**config.mk**
```make
export PLATFORM = sky130hd
export DESIGN_NAME = l1_cache_responder
export DESIGN_NICKNAME = d
export VERILOG_FILES = /design/src/rtl/l1_cache_responder.sv
export SDC_FILE = /design/constraint.sdc
export NUM_CORES = 2
export LEC_CHECK = 0
export ABC_AREA = 1
export BUFFER_PORTS_ARGS = -buffer_cell sky130_fd_sc_hd__buf_2
export CAP_MARGIN = 20
export CORE_MARGIN = 1.5
export CORE_UTILIZATION = 36
export DETAILED_ROUTE_END_ITERATION = 8
export GPL_ROUTABILITY_DRIVEN = 0
export PLACE_DENSITY = 0.61
export REMOVE_ABC_BUFFERS = 1
export SLEW_MARGIN = 20
export SYNTH_ARGS = -nofsm -noshare
export SYNTH_HDL_FRONTEND = slang
export SYNTH_SLANG_ARGS = --single-unit
```
**constraint.sdc**
```tcl
create_clock -name clk -period 7.73 [get_ports clk]
set_input_delay 1.546 -clock clk [delete_from_list [all_inputs] [get_ports clk]]
set_output_delay 1.546 -clock clk [all_outputs]
set_load 0.03 [all_outputs]
```
**src/rtl/l1_cache_responder.sv**
```systemverilog
// -----------------------------------------------------------------------------
// l1_cache_responder
//
// Direct-mapped, write-back cache. It answers the processor's 16-bit memory
// port and issues 128-bit line fills and writebacks to physical memory. Line
// fills and writebacks stay hidden behind the processor's hold-until-resp
// handshake.
//
// Optional feature macro: CACHE_PERF_COUNTERS_EN
//   When defined, adds the saturating 16-bit outputs hit_count and miss_count.
//
// Ports:
//   clk, rst_n            clock, asynchronous active-low reset
//   mem_read/mem_write    processor request, held until mem_resp
//   mem_byte_enable[1:0]  write byte mask (bit0 = low byte)
//   mem_address[15:0]     byte address (bit 0 ignored)
//   mem_wdata[15:0]       write data
//   mem_resp              one-cycle completion pulse
//   mem_rdata[15:0]       read data, valid while mem_resp = 1
//   pmem_read/pmem_write  line fill / writeback request, held until pmem_resp
//   pmem_address[15:0]    line address, low nibble always 0
//   pmem_wdata[127:0]     line being written back
//   pmem_resp             physical memory completion pulse
//   pmem_rdata[127:0]     fill data, valid with pmem_resp
//   hit_count/miss_count  (CACHE_PERF_COUNTERS_EN only) IDLE hit/miss counts
// -----------------------------------------------------------------------------
module l1_cache_responder #(
    parameter int INDEX_BITS = 3
) (
    input  logic         clk,
    input  logic         rst_n,
    input  logic         mem_read,
    input  logic         mem_write,
    input  logic [1:0]   mem_byte_enable,
    input  logic [15:0]  mem_address,
    input  logic [15:0]  mem_wdata,
    output logic         mem_resp,
    output logic [15:0]  mem_rdata,
    output logic         pmem_read,
    output logic         pmem_write,
    output logic [15:0]  pmem_address,
    output logic [127:0] pmem_wdata,
    input  logic         pmem_resp,
    input  logic [127:0] pmem_rdata
`ifdef CACHE_PERF_COUNTERS_EN
    ,
    output logic [15:0]  hit_count,
    output logic [15:0]  miss_count
`endif
);

    localparam int SETS     = 1 << INDEX_BITS;
    localparam int TAG_BITS = 12 - INDEX_BITS;

    typedef enum logic [1:0] {
        IDLE,
        RESP,
        WRITEBACK,
        FILL
    } state_t;

    state_t state_reg, state_next;

    // Status bits need a reset; tags and line data do not, since an invalid
    // set is never looked at.
    logic [SETS-1:0]     valid_reg;
    logic [SETS-1:0]     dirty_reg;
    logic [TAG_BITS-1:0] tag_arr  [SETS];
    logic [127:0]        line_arr [SETS];

    logic [15:0] rdata_reg;
    // {tag, index} of the missing request. It is captured at the miss so that
    // pmem_address stays stable for the whole fill/writeback.
    logic [11:0] miss_line_reg;

    logic [INDEX_BITS-1:0] cur_index;
    logic [INDEX_BITS-1:0] miss_index;
    logic [TAG_BITS-1:0]   cur_tag;
    logic [TAG_BITS-1:0]   miss_tag;
    logic [2:0]            cur_word;
    logic [127:0]          cur_line;
    logic [127:0]          merged_line;
    logic [15:0]           cur_word_data;
    logic                  req_active;
    logic                  hit;
    logic                  hit_event;
    logic                  miss_event;
    logic                  wb_done;
    logic                  fill_done;
    logic                  unused_addr_bit;

    assign cur_index       = mem_address[INDEX_BITS+3:4];
    assign cur_tag         = mem_address[15:INDEX_BITS+4];
    assign cur_word        = mem_address[3:1];
    assign unused_addr_bit = mem_address[0];
    assign miss_index      = miss_line_reg[INDEX_BITS-1:0];
    assign miss_tag        = miss_line_reg[11:INDEX_BITS];

    assign cur_line      = line_arr[cur_index];
    assign cur_word_data = cur_line[{cur_word, 4'b0000} +: 16];
    assign req_active    = mem_read | mem_write;
    assign hit           = valid_reg[cur_index] && (tag_arr[cur_index] == cur_tag);

    assign hit_event  = (state_reg == IDLE) && req_active && hit;
    assign miss_event = (state_reg == IDLE) && req_active && !hit;
    assign wb_done    = (state_reg == WRITEBACK) && pmem_resp;
    assign fill_done  = (state_reg == FILL) && pmem_resp;

    // Byte merge of write data into the addressed word. Every other word
    // passes through unchanged.
    generate
        for (genvar gi = 0; gi < 8; gi++) begin : g_merge
            logic word_sel;
            assign word_sel = (cur_word == 3'(gi));
            assign merged_line[16*gi +: 8] =
                (word_sel && mem_byte_enable[0]) ? mem_wdata[7:0] : cur_line[16*gi +: 8];
            assign merged_line[16*gi+8 +: 8] =
                (word_sel && mem_byte_enable[1]) ? mem_wdata[15:8] : cur_line[16*gi+8 +: 8];
        end
    endgenerate

    // Next state and outputs. The pmem outputs depend only on state and
    // registered data, so reset forces them to zero at once.
    always_comb begin
        state_next   = state_reg;
        mem_resp     = 1'b0;
        pmem_read    = 1'b0;
        pmem_write   = 1'b0;
        pmem_address = 16'h0000;
        pmem_wdata   = 128'h0;
        case (state_reg)
            IDLE: begin
                if (req_active) begin
                    if (hit) begin
                        state_next = RESP;
                    end else if (valid_reg[cur_index] && dirty_reg[cur_index]) begin
                        state_next = WRITEBACK;
                    end else begin
                        state_next = FILL;
                    end
                end
            end
            RESP: begin
                mem_resp   = 1'b1;
                state_next = IDLE;
            end
            WRITEBACK: begin
                pmem_write   = 1'b1;
                pmem_address = {tag_arr[miss_index], miss_index, 4'b0000};
                pmem_wdata   = line_arr[miss_index];
                if (pmem_resp) begin
                    state_next = FILL;
                end
            end
            FILL: begin
                pmem_read    = 1'b1;
                pmem_address = {miss_tag, miss_index, 4'b0000};
                if (pmem_resp) begin
                    // Go back to IDLE so that the held request is retried as a hit.
                    state_next = IDLE;
                end
            end
            default: begin
                state_next = IDLE;
            end
        endcase
    end

    assign mem_rdata = rdata_reg;

    always_ff @(posedge clk or negedge rst_n) begin
        if (!rst_n) begin
            state_reg     <= IDLE;
            valid_reg     <= '0;
            dirty_reg     <= '0;
            rdata_reg     <= 16'h0000;
            miss_line_reg <= 12'h000;
        end else begin
            state_reg <= state_next;
            if (hit_event) begin
                // A write takes priority when read and write are both high.
                // An all-zero mask still marks the line dirty.
                if (mem_write) begin
                    dirty_reg[cur_index] <= 1'b1;
                end else begin
                    rdata_reg <= cur_word_data;
                end
            end
            if (miss_event) begin
                miss_line_reg <= mem_address[15:4];
            end
            if (wb_done) begin
                dirty_reg[miss_index] <= 1'b0;
            end
            if (fill_done) begin
                valid_reg[miss_index] <= 1'b1;
                dirty_reg[miss_index] <= 1'b0;
            end
        end
    end

    // Tag and line storage
    always_ff @(posedge clk) begin
        if (hit_event && mem_write) begin
            line_arr[cur_index] <= merged_line;
        end
        if (fill_done) begin
            line_arr[miss_index] <= pmem_rdata;
            tag_arr[miss_index]  <= miss_tag;
        end
    end

`ifdef CACHE_PERF_COUNTERS_EN
    // Saturating counters. A miss is also counted as a hit later, when the
    // request is retried after the fill.
    always_ff @(posedge clk or negedge rst_n) begin
        if (!rst_n) begin
            hit_count  <= 16'h0000;
            miss_count <= 16'h0000;
        end else begin
            if (hit_event && (hit_count != 16'hFFFF)) begin
                hit_count <= hit_count + 16'd1;
            end
            if (miss_event && (miss_count != 16'hFFFF)) begin
                miss_count <= miss_count + 16'd1;
            end
        end
    end
`endif

endmodule

```
==> metrics.txt <==
FMAX=0.154 GHz; Post-synth top cells=1270 x nand2_1, 1096 x edfxtp_1, 682 x nor2_1, 665 x inv_1, 510 x o21ai_0; top sig layer=met5; Unique masters post-synth=39; CTS Root Cell=clkbuf_16; post-CTS resize count=0; drt first pass iters=8; Largest register FFs=1024; Post-DP HPWL=128 mm; Slew headroom=23.0%; Clk pin slew, worst setup/hold paths=0.06 ns; port bufs=324; clock buffer count from CTS=117; post-route insts no fill=8212; Die Width=398 um; met2 routed WL=97.7 mm; Syn Std Cell Area=56100 um^2; DRC Markers=0; max cap viols=0; leading area contributor after synthesis=edfxtp_1; Total Routed Length=221 mm; DIE AREA=158000 um^2; Hold Buf Count CTS=0; Yosys reg bits=1142; layout cells sized above 1=11.4%; worst reg2reg startpoint=tag_arr[4][4]$_DFFE_PP_; initial core utilization=36.3%; count leader, synth=nand2_1; endpoint type of the worst setup path=primary output; io pins=330; Layout Utilization=41.5%; ys async rst share=4.03%; DRT met1 WL=85.2 mm; Post-Synthesis Cells=5888; Worst EP arrival=4.96 ns; Final Hold Vio Count=0; postcts setup bufs=0; Worst setup startpoint=miss_line_reg[0]$_DFFE_PN0P_; gr usage total=27.1%; Leak=24.7 nW; placed cell count=7986; Starting DRT DRC Count=6151; worst-margin pin slew=1.15 ns; DR WL/cell=26.9 um; setup TNS=0 ns; area fraction of the dominant cell type after synthesis=58.7%; crit-path max FO=38; gr ovfl total=0; row count=144; Worst Path Required=6.18 ns; setup violators final=0; fin nets=6228; initial antenna violation count=22; Clock Skews=0.0408 ns; kind of critical path=reg2out; Worst-Skew Late Latency=0.78 ns; metal3 WL=27.0 mm; Vias=47656; CTS tree=built; pin count of the biggest net entering global routing=205; detail-routed via count per cell=5.80; Area contributors post-synth=edfxtp_1 59%, nand2_1 8.5%, nor2_1 4.6%, o21ai_0 4.6%, inv_1 4.5%; Syn Area/Cell=9.52 um^2; H-tree Lvls=3; crit path launch type=flip-flop; core footprint=154000 um^2; vias in the first global route=44157; PD cells=333 nW/um^2; Max Slew Vio Count=0; P&R area growth vs syn=14.2%; first-pass GRT wire length=310 mm; clock tree buffer depth=3; maximum vdd drop=0.343 mV; Die H=398 um; Hold Crit Class=reg2reg; RSZ-0062 raised after global routing=no; number of enable flip-flop cells after synthesis=1096; final worst path period need=6.51 ns; outcome=finished clean; hold path startpoint=valid_reg[7]$_DFFE_PN0P_; period utilization=84.2%; register bank with the most flops=line_arr; synthesis warning total=0; ANT nets after route=0; clock sinks=1142; predominant post-synthesis flop cell=edfxtp_1; register area share after synthesis=60.7%
-- cell usage in the layout, fill, tap and decap left out, types with 17 or more instances in the layout --
cell type | Yosys | final
o211ai_1 | 110 | 110
nand2_1 | 1270 | 1269
clkbuf_16 | 0 | 118
or2_2 | 51 | 51
nor2_1 | 682 | 674
buf_12 | 0 | 30
a21oi_1 | 195 | 187
a31oi_1 | 68 | 68
a41oi_1 | 60 | 60
clkbuf_1 | 254 | 24
a22oi_1 | 95 | 95
o2bb2ai_1 | 17 | 17
buf_2 | 75 | 323
o22ai_1 | 127 | 127
inv_1 | 665 | 663
clkinv_1 | 14 | 32
dfrtp_1 | 46 | 46
bufinv_16 | 0 | 17
edfxtp_1 | 1096 | 1096
a221oi_1 | 166 | 166
nand4_1 | 43 | 43
nand3_1 | 244 | 241
buf_4 | 8 | 75
o21ai_0 | 510 | 510
clkinv_2 | 0 | 21
-- metal layers --
layer  vias up  GRT usage [%]
met5         -              0
met2      3246           41.7
met3       596           6.50
met1     22944           36.0
met4         8           13.2
li1      20862              -
-- layout make-up --
cell class              count  area, um^2
clock buffers             146        3100
clock inverters            74         861
multi-input cells        3683       18100
repair buffers            429        2800
fillers                 14695       90300
flip-flops and latches   1142       34100
inverters                 688        2610
well taps                2044        2560
diodes                      6        15.0
-- report_power, final --
part | internal [mW] | switching (mW)
clock | 3.41 | 2.50
combinational | 1.64 | 5.73
sequential | 7.83 | 0.220
-- kinds of logic (layout without fill, tap and decap cells) --
logic type	Yosys count	after routing	synth area share [%]
flops	1142	1142	60.7
other cells	1	10	0.00669
buf+inv	1066	1337	7.39
compound gates	1369	1369	15.3
simple gates	2310	2310	16.6
-- worst max-delay path: stages, from the launching register on --
cell and delay, ns:
dfrtp_1 0.59, clkinv_1 0.41, nand2_4 0.50, buf_4 0.61
buf_4 0.78, o22ai_1 0.17, a221oi_1 0.34, a41oi_1 0.36
buf_2 0.30
-- final timing paths --
check / slack (ns) / depth (start not counted) / end
max in group asynchronous: 6.15 / 2 / mem_rdata[4]$_DFFE_PN0P_
hold / removal: 0.46 / 2 / valid_reg[7]$_DFFE_PN0P_
setup reg to reg: 4.04 / 14 / line_arr[3][34]$_DFFE_PP_
setup / recovery: 1.22 / 8 / pmem_wdata[93]
min in group asynchronous: 0.91 / 2 / miss_line_reg[9]$_DFFE_PN0P_
hold reg to reg: 0.46 / 2 / valid_reg[7]$_DFFE_PN0P_
-- stage by stage --
step | cell area, um^2 | power [mW] | worst slack (ns) | hold WS [ns]
global placement | 60100 | 15.4 | 1.73 | 0.440
detailed placement | 60100 | 15.4 | 1.79 | 0.451
finish | 64100 | 21.3 | 1.22 | 0.463
global route | 64100 | 22.0 | 1.29 | 0.477
floorplan | 54500 | 12.3 | -9.58 | 0.427
CTS | 64000 | 21.3 | 1.36 | 0.465
No activity file was read; power rests on OpenSTA's default activity.
